## config.mk

```make
export PLATFORM = sky130hd
export DESIGN_NAME = lock_sequencer
export DESIGN_NICKNAME = d
export VERILOG_FILES = /design/src/rtl/lock_pkg.sv /design/src/rtl/lock_timer.sv /design/src/rtl/lock_sequencer.sv
export SDC_FILE = /design/constraint.sdc
export NUM_CORES = 1
export LEC_CHECK = 0
export ABC_AREA = 1
export CORE_UTILIZATION = 62
export CTS_BUF_LIST = sky130_fd_sc_hd__clkbuf_16
export DETAILED_ROUTE_END_ITERATION = 8
export GPL_TIMING_DRIVEN = 0
export PLACE_DENSITY = 0.95
export SETUP_SLACK_MARGIN = 0.15
export SYNTH_ARGS = -nofsm -noshare
export SYNTH_HDL_FRONTEND = slang
export SYNTH_HIERARCHICAL = 1
export SYNTH_SLANG_ARGS = --single-unit
```

## constraint.sdc

```tcl
create_clock -name clk -period 5.15 [get_ports clk]
set_input_delay 1.03 -clock clk [delete_from_list [all_inputs] [get_ports clk]]
set_output_delay 1.03 -clock clk [all_outputs]
set_load 0.02 [all_outputs]
```

## src/rtl/lock_pkg.sv

```systemverilog
// Shared types and constants for the lock sequencer.
// Build option: define LOCK_CONFIRM_EN to require a new code to be entered
// twice (NEW_CONFIRM state) before it is written to the profile store.
package lock_pkg;

   localparam int DIGITS = 4;
   localparam int PW_W   = 16;
   localparam int TMR_W  = 16;

   localparam logic [3:0] KEY_ENTER  = 4'hA;
   localparam logic [3:0] KEY_CLEAR  = 4'hB;
   localparam logic [3:0] KEY_CHANGE = 4'hC;

   typedef enum logic [2:0] {
      ST_IDLE,
      ST_ENTRY,
      ST_CHECK,
      ST_UNLOCKED,
      ST_NEW_ENTRY,
`ifdef LOCK_CONFIRM_EN
      ST_NEW_CONFIRM,
`endif
      ST_WRITE,
      ST_LOCKOUT
   } state_t;

   // Codes 0..9 are digits; everything above is a command or ignored.
   function automatic logic is_digit(input logic [3:0] k);
      return k <= 4'd9;
   endfunction

endpackage

```

## src/rtl/lock_timer.sv

```systemverilog
// Loadable down-counter shared by every timed state of the lock sequencer.
// A one-cycle start pulse loads load_val; done is high during the last of
// the load_val cycles that follow the start (load_val must be >= 1), so the
// owner leaves its state on the edge at which done is seen.
module lock_timer
   import lock_pkg::*;
(
   input  logic             clk,
   input  logic             rst,
   input  logic             start,
   input  logic [TMR_W-1:0] load_val,
   output logic             done
);

   logic [TMR_W-1:0] cnt;

   // The start cycle itself is the first counted cycle, hence load_val - 1.
   always_ff @(posedge clk) begin
      if (rst)
         cnt <= '0;
      else if (start)
         cnt <= load_val - TMR_W'(1);
      else if (cnt != '0)
         cnt <= cnt - TMR_W'(1);
   end

   assign done = start ? (load_val == TMR_W'(1)) : (cnt == TMR_W'(1));

endmodule

```

## src/rtl/lock_sequencer.sv

```systemverilog
// Keypad-facing controller of the digital lock: builds 4-digit BCD codes,
// drives the profile store, times the match check, produces the unlock
// pulse, counts failures with timed lockout and sequences password change.
// Build option: define LOCK_CONFIRM_EN to add the NEW_CONFIRM step.
//
// Key strobe: key_valid_i is a one-cycle strobe that qualifies key_code_i;
// there is no back-pressure, keys that arrive while busy_o / locked_out_o
// are high (or on a timer-expiry edge) are simply dropped.
module lock_sequencer
   import lock_pkg::*;
#(
   parameter int MAX_FAIL       = 3,
   parameter int LOCKOUT_CYCLES = 1000,
   parameter int UNLOCK_CYCLES  = 500,
   parameter int CHECK_LAT      = 2
) (
   input  logic            clk,
   input  logic            rst,
   input  logic            key_valid_i,
   input  logic [3:0]      key_code_i,
   input  logic [3:0]      profile_sel_i,
   input  logic            match_i,
   output logic [PW_W-1:0] store_pw_o,
   output logic [3:0]      store_prof_o,
   output logic            store_wr_o,
   output logic            unlock_o,
   output logic            locked_out_o,
   output logic [3:0]      fail_cnt_o,
   output logic            busy_o
);

   localparam logic [TMR_W-1:0] LAT_C     = TMR_W'(CHECK_LAT);
   localparam logic [TMR_W-1:0] UNLOCK_C  = TMR_W'(UNLOCK_CYCLES);
   localparam logic [TMR_W-1:0] LOCKOUT_C = TMR_W'(LOCKOUT_CYCLES);
   localparam logic [3:0]       MAX_C     = 4'(MAX_FAIL);
   localparam logic [2:0]       DIGITS_C  = 3'(DIGITS);

   state_t            state;
   logic [PW_W-1:0]   code_buf;
   logic [2:0]        dig_cnt;
   logic [PW_W-1:0]   ent_buf;
   logic [2:0]        ent_cnt;
   logic [3:0]        fail_inc;
   logic              tmr_start;
   logic [TMR_W-1:0]  tmr_val;
   logic              tmr_done;
   logic              key_digit;
   logic              key_enter;
   logic              key_clear;
   logic              key_change;
`ifdef LOCK_CONFIRM_EN
   logic [PW_W-1:0]   saved_code;
`endif

   assign key_digit  = key_valid_i && is_digit(key_code_i);
   assign key_enter  = key_valid_i && (key_code_i == KEY_ENTER);
   assign key_clear  = key_valid_i && (key_code_i == KEY_CLEAR);
   assign key_change = key_valid_i && (key_code_i == KEY_CHANGE);
   assign fail_inc   = fail_cnt_o + 4'd1;
   assign store_pw_o = code_buf;

   lock_timer u_timer (
      .clk      (clk),
      .rst      (rst),
      .start    (tmr_start),
      .load_val (tmr_val),
      .done     (tmr_done)
   );

   // Digit-entry datapath shared by all entry states: shift in up to four
   // digits, clear on KEY_CLEAR, hold otherwise.
   always_comb begin
      ent_buf = code_buf;
      ent_cnt = dig_cnt;
      if (key_digit && (dig_cnt < DIGITS_C)) begin
         ent_buf = {code_buf[PW_W-5:0], key_code_i};
         ent_cnt = dig_cnt + 3'd1;
      end else if (key_clear) begin
         ent_buf = '0;
         ent_cnt = '0;
      end
   end

   // Sequencer FSM with registered outputs and timer start requests.
   always_ff @(posedge clk) begin
      if (rst) begin
         state        <= ST_IDLE;
         code_buf     <= '0;
         dig_cnt      <= '0;
         store_prof_o <= '0;
         store_wr_o   <= 1'b0;
         unlock_o     <= 1'b0;
         locked_out_o <= 1'b0;
         fail_cnt_o   <= '0;
         busy_o       <= 1'b0;
         tmr_start    <= 1'b0;
         tmr_val      <= '0;
`ifdef LOCK_CONFIRM_EN
         saved_code   <= '0;
`endif
      end else begin
         tmr_start <= 1'b0;
         case (state)
            ST_IDLE: begin
               if (key_digit) begin
                  state        <= ST_ENTRY;
                  code_buf     <= {{(PW_W-4){1'b0}}, key_code_i};
                  dig_cnt      <= 3'd1;
                  store_prof_o <= profile_sel_i;
               end
            end
            ST_ENTRY: begin
               code_buf <= ent_buf;
               dig_cnt  <= ent_cnt;
               if (key_enter) begin
                  if (dig_cnt == DIGITS_C) begin
                     state     <= ST_CHECK;
                     busy_o    <= 1'b1;
                     tmr_start <= 1'b1;
                     tmr_val   <= LAT_C;
                  end else begin
                     // A short entry is a failed attempt without a store lookup.
                     code_buf   <= '0;
                     dig_cnt    <= '0;
                     fail_cnt_o <= fail_inc;
                     if (fail_inc == MAX_C) begin
                        state        <= ST_LOCKOUT;
                        locked_out_o <= 1'b1;
                        tmr_start    <= 1'b1;
                        tmr_val      <= LOCKOUT_C;
                     end else begin
                        state <= ST_IDLE;
                     end
                  end
               end
            end
            ST_CHECK: begin
               if (tmr_done) begin
                  busy_o   <= 1'b0;
                  code_buf <= '0;
                  dig_cnt  <= '0;
                  if (match_i) begin
                     fail_cnt_o <= '0;
                     state      <= ST_UNLOCKED;
                     unlock_o   <= 1'b1;
                     tmr_start  <= 1'b1;
                     tmr_val    <= UNLOCK_C;
                  end else begin
                     fail_cnt_o <= fail_inc;
                     if (fail_inc == MAX_C) begin
                        state        <= ST_LOCKOUT;
                        locked_out_o <= 1'b1;
                        tmr_start    <= 1'b1;
                        tmr_val      <= LOCKOUT_C;
                     end else begin
                        state <= ST_IDLE;
                     end
                  end
               end
            end
            ST_UNLOCKED: begin
               // Expiry beats a simultaneous change key.
               if (tmr_done) begin
                  unlock_o <= 1'b0;
                  state    <= ST_IDLE;
               end else if (key_change) begin
                  unlock_o <= 1'b0;
                  state    <= ST_NEW_ENTRY;
               end
            end
            ST_NEW_ENTRY: begin
               code_buf <= ent_buf;
               dig_cnt  <= ent_cnt;
               if (key_enter && (dig_cnt == DIGITS_C)) begin
`ifdef LOCK_CONFIRM_EN
                  saved_code <= code_buf;
                  code_buf   <= '0;
                  dig_cnt    <= '0;
                  state      <= ST_NEW_CONFIRM;
`else
                  state      <= ST_WRITE;
                  store_wr_o <= 1'b1;
                  busy_o     <= 1'b1;
                  tmr_start  <= 1'b1;
                  tmr_val    <= LAT_C;
`endif
               end
            end
`ifdef LOCK_CONFIRM_EN
            ST_NEW_CONFIRM: begin
               code_buf <= ent_buf;
               dig_cnt  <= ent_cnt;
               if (key_enter && (dig_cnt == DIGITS_C)) begin
                  if (code_buf == saved_code) begin
                     state      <= ST_WRITE;
                     store_wr_o <= 1'b1;
                     busy_o     <= 1'b1;
                     tmr_start  <= 1'b1;
                     tmr_val    <= LAT_C;
                  end else begin
                     code_buf <= '0;
                     dig_cnt  <= '0;
                     state    <= ST_IDLE;
                  end
               end
            end
`endif
            ST_WRITE: begin
               if (tmr_done) begin
                  store_wr_o <= 1'b0;
                  busy_o     <= 1'b0;
                  code_buf   <= '0;
                  dig_cnt    <= '0;
                  state      <= ST_IDLE;
               end
            end
            ST_LOCKOUT: begin
               if (tmr_done) begin
                  locked_out_o <= 1'b0;
                  fail_cnt_o   <= '0;
                  state        <= ST_IDLE;
               end
            end
            default: state <= ST_IDLE;
         endcase
      end
   end

endmodule
```

# Word-level counts from Yosys, hierarchy flattened
# Index checks and enable logic that the tools add are counted.
# op_classes
magnitude_cmp,2
n_mux,63
n_reduce_logical,26
n_eq_ne,26
n_addsub,4
# ops
cell,count
$mux 16,14
$pmux 16 s4,1
$pmux 16 s3,1
$mux 3,14
$eq 16x1->1 const B,2
$sub 16x1->16 const B,2
$mux 1,20
$mux 4,5
$ne 2x2->1 const B,10
$pmux 3 s6,1
$reduce_bool 16->1,1
$eq 3x3->1 const B,4
$eq 4x4->1 const B,3
$pmux 3 s4,1
$pmux 4 s3,1
$reduce_and 6->1,2
$reduce_and 5->1,2
$pmux 1 s3,3
$reduce_bool 3->1,3
$reduce_and 4->1,2
$eq 3x2->1 const B,2
$logic_and 1x1->1,6
$reduce_and 3->1,2
$reduce_bool 2->1,3
other kinds (13),16
# word_totals
output_inout_bits,28
input_bits,12
word_cells,133
register_bits,67

# Logic depth before layout (Yosys ltp)
# depth
ltp_word,7
mapped_depth,14

# By module
# Netlist, hierarchy kept.
# by_module_without_submodules
module,area_each_um2,seq_area_each_um2,instances,cells_per_inst
lock_sequencer,2722.6,1021.0,1,400
lock_timer,1511.4,320.3,1,261

# Worst setup path after synthesis
# OpenSTA, ideal clock, no wires.
# synth_path
kind,input-to-reg
startpoint,input port key_code_i[2]
endpoint,register tmr_val[11]
required_ns,5.027
setup_slack_ns,3.113
t_arrival_ns,1.914
n_path_buf,0
cell_stages,10
setup_ns,0.123
path_cell_list,inv_1 nand2_1 nor2_1 nand3_1 nand2_1 nand2_4 nor2_8 nand2_4 nand2_1 nor2_1
# synth_between
elab_chain_cells,5
word_cells_on_any_way,6
# synth_lines
item,line_no,rtl
"start, declared",lock_sequencer.sv:20,"input logic [3:0] key_code_i,"
$eq 4x4->1 *,lock_sequencer.sv:56,assign key_enter = key_valid_i && (key_code_i == KEY_ENTER);
$logic_and 1x1->1 *,lock_sequencer.sv:56,
$logic_and 1x1->1,lock_sequencer.sv:174,if (key_enter && (dig_cnt == DIGITS_C)) begin
$ne 2x2->1 (no line),-,
$reduce_and 4->1 (no line) *,-,
"end signal, assigned",lock_sequencer.sv:97,tmr_val <= '0;
"end signal, assigned",lock_sequencer.sv:154,tmr_val <= LOCKOUT_C;
"end signal, assigned",lock_sequencer.sv:185,tmr_val <= LAT_C;
"end, declared",lock_sequencer.sv:45,logic [TMR_W-1:0] tmr_val;
# Every way passes the cells marked *; elsewhere a longest branch is shown, timed or not.
# A chain may end at the register's enable or synchronous reset.

# Worst setup path after layout
# layout_path
startpoint,input port key_code_i[2]
endpoint,"register code_buf[1], in the netlist store_pw_o[1]"
# layout_between
elab_chain_cells,7
word_cells_on_any_way,14
# layout_lines
item,line_no,rtl
$le 4x4->1 / $eq 4x4->1 (equally long branches),"lock_pkg.sv:29, lock_sequencer.sv:57",
$logic_and 1x1->1 (on tied branches),"lock_sequencer.sv:55, lock_sequencer.sv:57",
$logic_and 1x1->1 / $mux 16 (equally long branches),"lock_sequencer.sv:75, lock_sequencer.sv:78",
$mux 16,lock_sequencer.sv:75,if (key_digit && (dig_cnt < DIGITS_C)) begin
$mux 16,lock_sequencer.sv:116,if (dig_cnt == DIGITS_C) begin
$mux 16,lock_sequencer.sv:115,if (key_enter) begin
$pmux 16 s4,lock_sequencer.sv:103,case (state)
"end signal, assigned",lock_sequencer.sv:107,"code_buf <= {{(PW_W-4){1'b0}}, key_code_i};"
"end signal, assigned",lock_sequencer.sv:113,code_buf <= ent_buf;
"end signal, assigned",lock_sequencer.sv:172,code_buf <= ent_buf;
"end, declared",lock_sequencer.sv:39,logic [PW_W-1:0] code_buf;
# Parallel ways exist; a longest one is shown, timed or not.

==> results by group <==
Synthesis
  – Post-Synth Simple-Gate Area: 0.442
  – Largest family of logic cells by synthesized area: simple AND/OR/NAND/NOR gates
  – Synthesis-stage register bit count: 67
  – Gate Count Post-Synth: 661
  – Share of the yosys chip area belonging to registers: 0.317
  – YS warnings: 6
  – Synth cell types: 40
  – Adder-Cell Fraction of Synth Area: 0.0236
  – Synthesized cell area: 4230 sq um
  – Synth Area in XOR/XNOR: 0.0103
  – Post-Syn Area per Cell: 6.41 sq um
  – Post-synthesis mux area share: 0
  – Compound-gate portion of the synthesized area: 0.123
  – Syn nets: 681

Floorplanning
  – DIE AREA: 7160 sq um
  – Site Rows: 29
  – Initial Utilization: 0.656
  – Core box area: 6460 sq um
  – I/O pins: 40
  – Die Span X: 84.6 um
  – Die Y: 84.6 um

Power and ir drop
  – Worst VDD drop: 0.000304 V
  – Final Power: 0.00215 W
  – Leakage: 2.24 nW
  – Pwr/cell area: 434 nW/um^2

Critical path
  – CP endpoint kind: flip-flop
  – Most common cell on crit path: nand2_1
  – Crit-path cells: clkdlybuf4s50_1, inv_1, nand3_1, nand2_1, nand2_1, clkbuf_1, nand2_1, nand2_1, nand2_1, nand2_1, a21oi_1
  – Max stage delay on crit path: 560 ps
  – Crit path buf inv count: 3
  – WP data arrival: 2810 ps
  – Crit path launch type: input port
  – CP Class: in2reg
  – WP data required: 5340 ps
  – Critical path's slowest cell: clkdlybuf4s50_1
  – Worst path top cell family by delay: buffers and inverters
  – Worst Path Max Fanout: 10

Global route
  – Number of global-route vias before repair: 4,257
  – First-pass GRT wire length: 18.2 mm
  – All-Layer GR Usage: 0.318
  – Antenna violations before repair: 0
  – Total grt overflow: 0
  – Largest net degree at the start of global routing: 11

CTS
  – Reg clk slew, reported paths: 50 ps
  – Hold-fix buffers, CTS: 0
  – H-tree depth: 3
  – Clock latency on the worst-skew pair: 330 ps
  – CTS Sinks: 67
  – CTS tree: done
  – # Post-CTS Setup Buffers: 0
  – Clock buffer depth: 2
  – TritonCTS Buffers: 9
  – CTS Root Cell: clkbuf_16
  – CTS resizes: 0

STA
  – Max Fclk: 381 MHz
  – Worst slew margin relative to its limit: 0.556
  – Setup Skew: 3.20 ps
  – Setup TNS: 0 ps
  – Worst-Margin Slew: 666 ps
  – Final min period: 2620 ps
  – Final setup viols: 0
  – RSZ-0062 raised after global routing: no
  – Tcrit/Tclk final: 0.509
  – Final hold violation count: 0
  – Final count of pins violating max slew: 0

Placement
  – Port bufs: 39
  – GPL Wtd Cong: 1.02
  – Final HPWL DP: 8.06 mm

Routing
  – Vias: 4,561
  – Via density: 5.77
  – Total Wirelength: 11.1 mm
  – DRC: 0
  – Detail Route Antenna Nets: 0
  – Avg WL per Cell: 14.1 um
  – DR pass1 iterations: 5
  – DR iter-0 viols: 336

Run status
  – Status: completed

Cells and area
  – Layout cells sized above 1: 0.0882
  – Area grow syn2layout: 17.4%
  – Nets: 731
  – Antenna diodes: 0

Run
  – Max-cap violations: 0

Hold path
  – Min-Delay Path Class: reg2reg
==> worst register-to-register path: cells and delay by family (launching register included) <==
kind,cells,cell delay [ps]
flip-flops,1,320
AO/OA/AOI/OAI,1,130
AND/OR/NAND/NOR,7,1380
adder cells (fa/ha/maj),1,140
buffers and inverters,3,310
==> synthesized netlist by cell type <==
master	instances	area, sq um
inv_2	5	18.8
nor2_1	92	345
a21oi_1	48	240
nand2_1	194	728
o22ai_1	4	25.0
o211ai_1	1	7.51
o211ai_2	1	12.5
o21ai_1	1	5.00
nand3_4	3	52.6
nand2_2	6	37.5
nor3_1	2	10.0
nand3_1	61	305
buf_1	2	7.51
a21boi_0	1	7.51
a211oi_1	1	7.51
a21oi_4	1	16.3
nand4_1	5	31.3
inv_1	69	259
buf_6	2	22.5
o31ai_1	1	7.51
nor2_4	7	78.8
ha_1	8	100
nand2_4	8	90.1
clkbuf_1	5	18.8
buf_2	2	10.0
nor2_8	3	60.1
nor4_1	2	12.5
nand3_2	3	30.0
nand3b_1	6	45.0
nor2_2	6	37.5
a21oi_2	1	8.76
o21ai_4	1	16.3
o21ai_0	32	160
or2_0	1	6.26
dfxtp_1	67	1340
buf_4	2	15.0
xor2_1	3	26.3
inv_4	1	6.26
xnor2_1	2	17.5
a31oi_1	1	6.26
==> power by group <==
group | switching [W] | internal [W]
sequential | 0.0000755 | 0.000593
combinational | 0.000615 | 0.000339
clock | 0.000219 | 0.000314
==> metrics by stage <==
step / cell area [sq um] / setup WS (ps) / hold slack (ps) / utilization / cells
final: 4970 / 2530 / 464 / 0.769 / 791
after global routing: 4970 / 2310 / 493 / 0.769 / 791
after global placement: 4720 / 2310 / 441 / 0.731 / 777
after floorplan: 4230 / 3110 / 444 / - / 661
after detailed placement: 4720 / 2260 / 449 / 0.731 / 777
after CTS: 4970 / 2560 / 469 / 0.769 / 791
==> metal layers <==
metal / track usage / routed length, um
met2: 0.562 / 5580
met5: 0 / 0
met4: 0.159 / 229
met1: 0.364 / 4540
met3: 0.0678 / 788
==> cells by family (layout without fill, tap and decap cells) <==
group                    count (synthesis)  after routing
flip-flops                              67             67
AND/OR/NAND/NOR                        399            399
buffers and inverters                   88            141
AO/OA/AOI/OAI                           94             94
adder cells (fa/ha/maj)                  8              8
XOR/XNOR                                 5              5
==> flip-flops by register name, indices dropped and copies added (netlist names) <==
signal,count
store_wr_o,1
fail_cnt_o,4
busy_o,1
unlock_o,1
dig_cnt,3
store_prof_o,4
locked_out_o,1
state,3
tmr_start,1
u_timer/cnt,16
store_pw_o,16
tmr_val,16
==> cell usage in the layout, fill, tap and decap left out, types with 2 or more instances in the layout <==
cell / count
clkbuf_16: 9
nand3b_1: 6
nor2_4: 7
buf_4: 2
inv_2: 5
buf_2: 2
inv_1: 70
buf_1: 2
clkdlybuf4s50_1: 39
nand4_1: 5
o21ai_0: 32
nand3_1: 61
nor3_1: 2
nand3_2: 3
ha_1: 8
dfxtp_1: 67
nand3_4: 3
clkbuf_1: 5
xor2_1: 3
clkinv_1: 2
nor2_2: 6
nor2_8: 3
o22ai_1: 4
xnor2_1: 2
a21oi_1: 48
nand2_1: 194
nor2_1: 92
nor4_1: 2
nand2_4: 8
buf_6: 2
nand2_2: 6
==> path summary, 6_finish.rpt <==
path / from / endpoint / slack (ps) / cells past startpoint
worst max register to register: u_timer/cnt[1] / fail_cnt_o[2] / 2800 / 12
worst min register to register: store_wr_o / store_wr_o / 460 / 2
worst min-delay path: store_wr_o / store_wr_o / 460 / 2
worst max-delay path: key_code_i[2] / store_pw_o[1] / 2530 / 11
==> cell type report <==
class / instances / area, sq um
Clock inverter: 5 / 23.8
Clock buffer: 9 / 225
Fill cell: 474 / 1490
Timing Repair Buffer: 39 / 390
Multi-Input combinational cell: 506 / 2530
Sequential cell: 67 / 1340
Tap cell: 77 / 96.3
Inverter: 75 / 284
Buffer: 13 / 73.8
No activity file was read; power rests on OpenSTA's default activity.
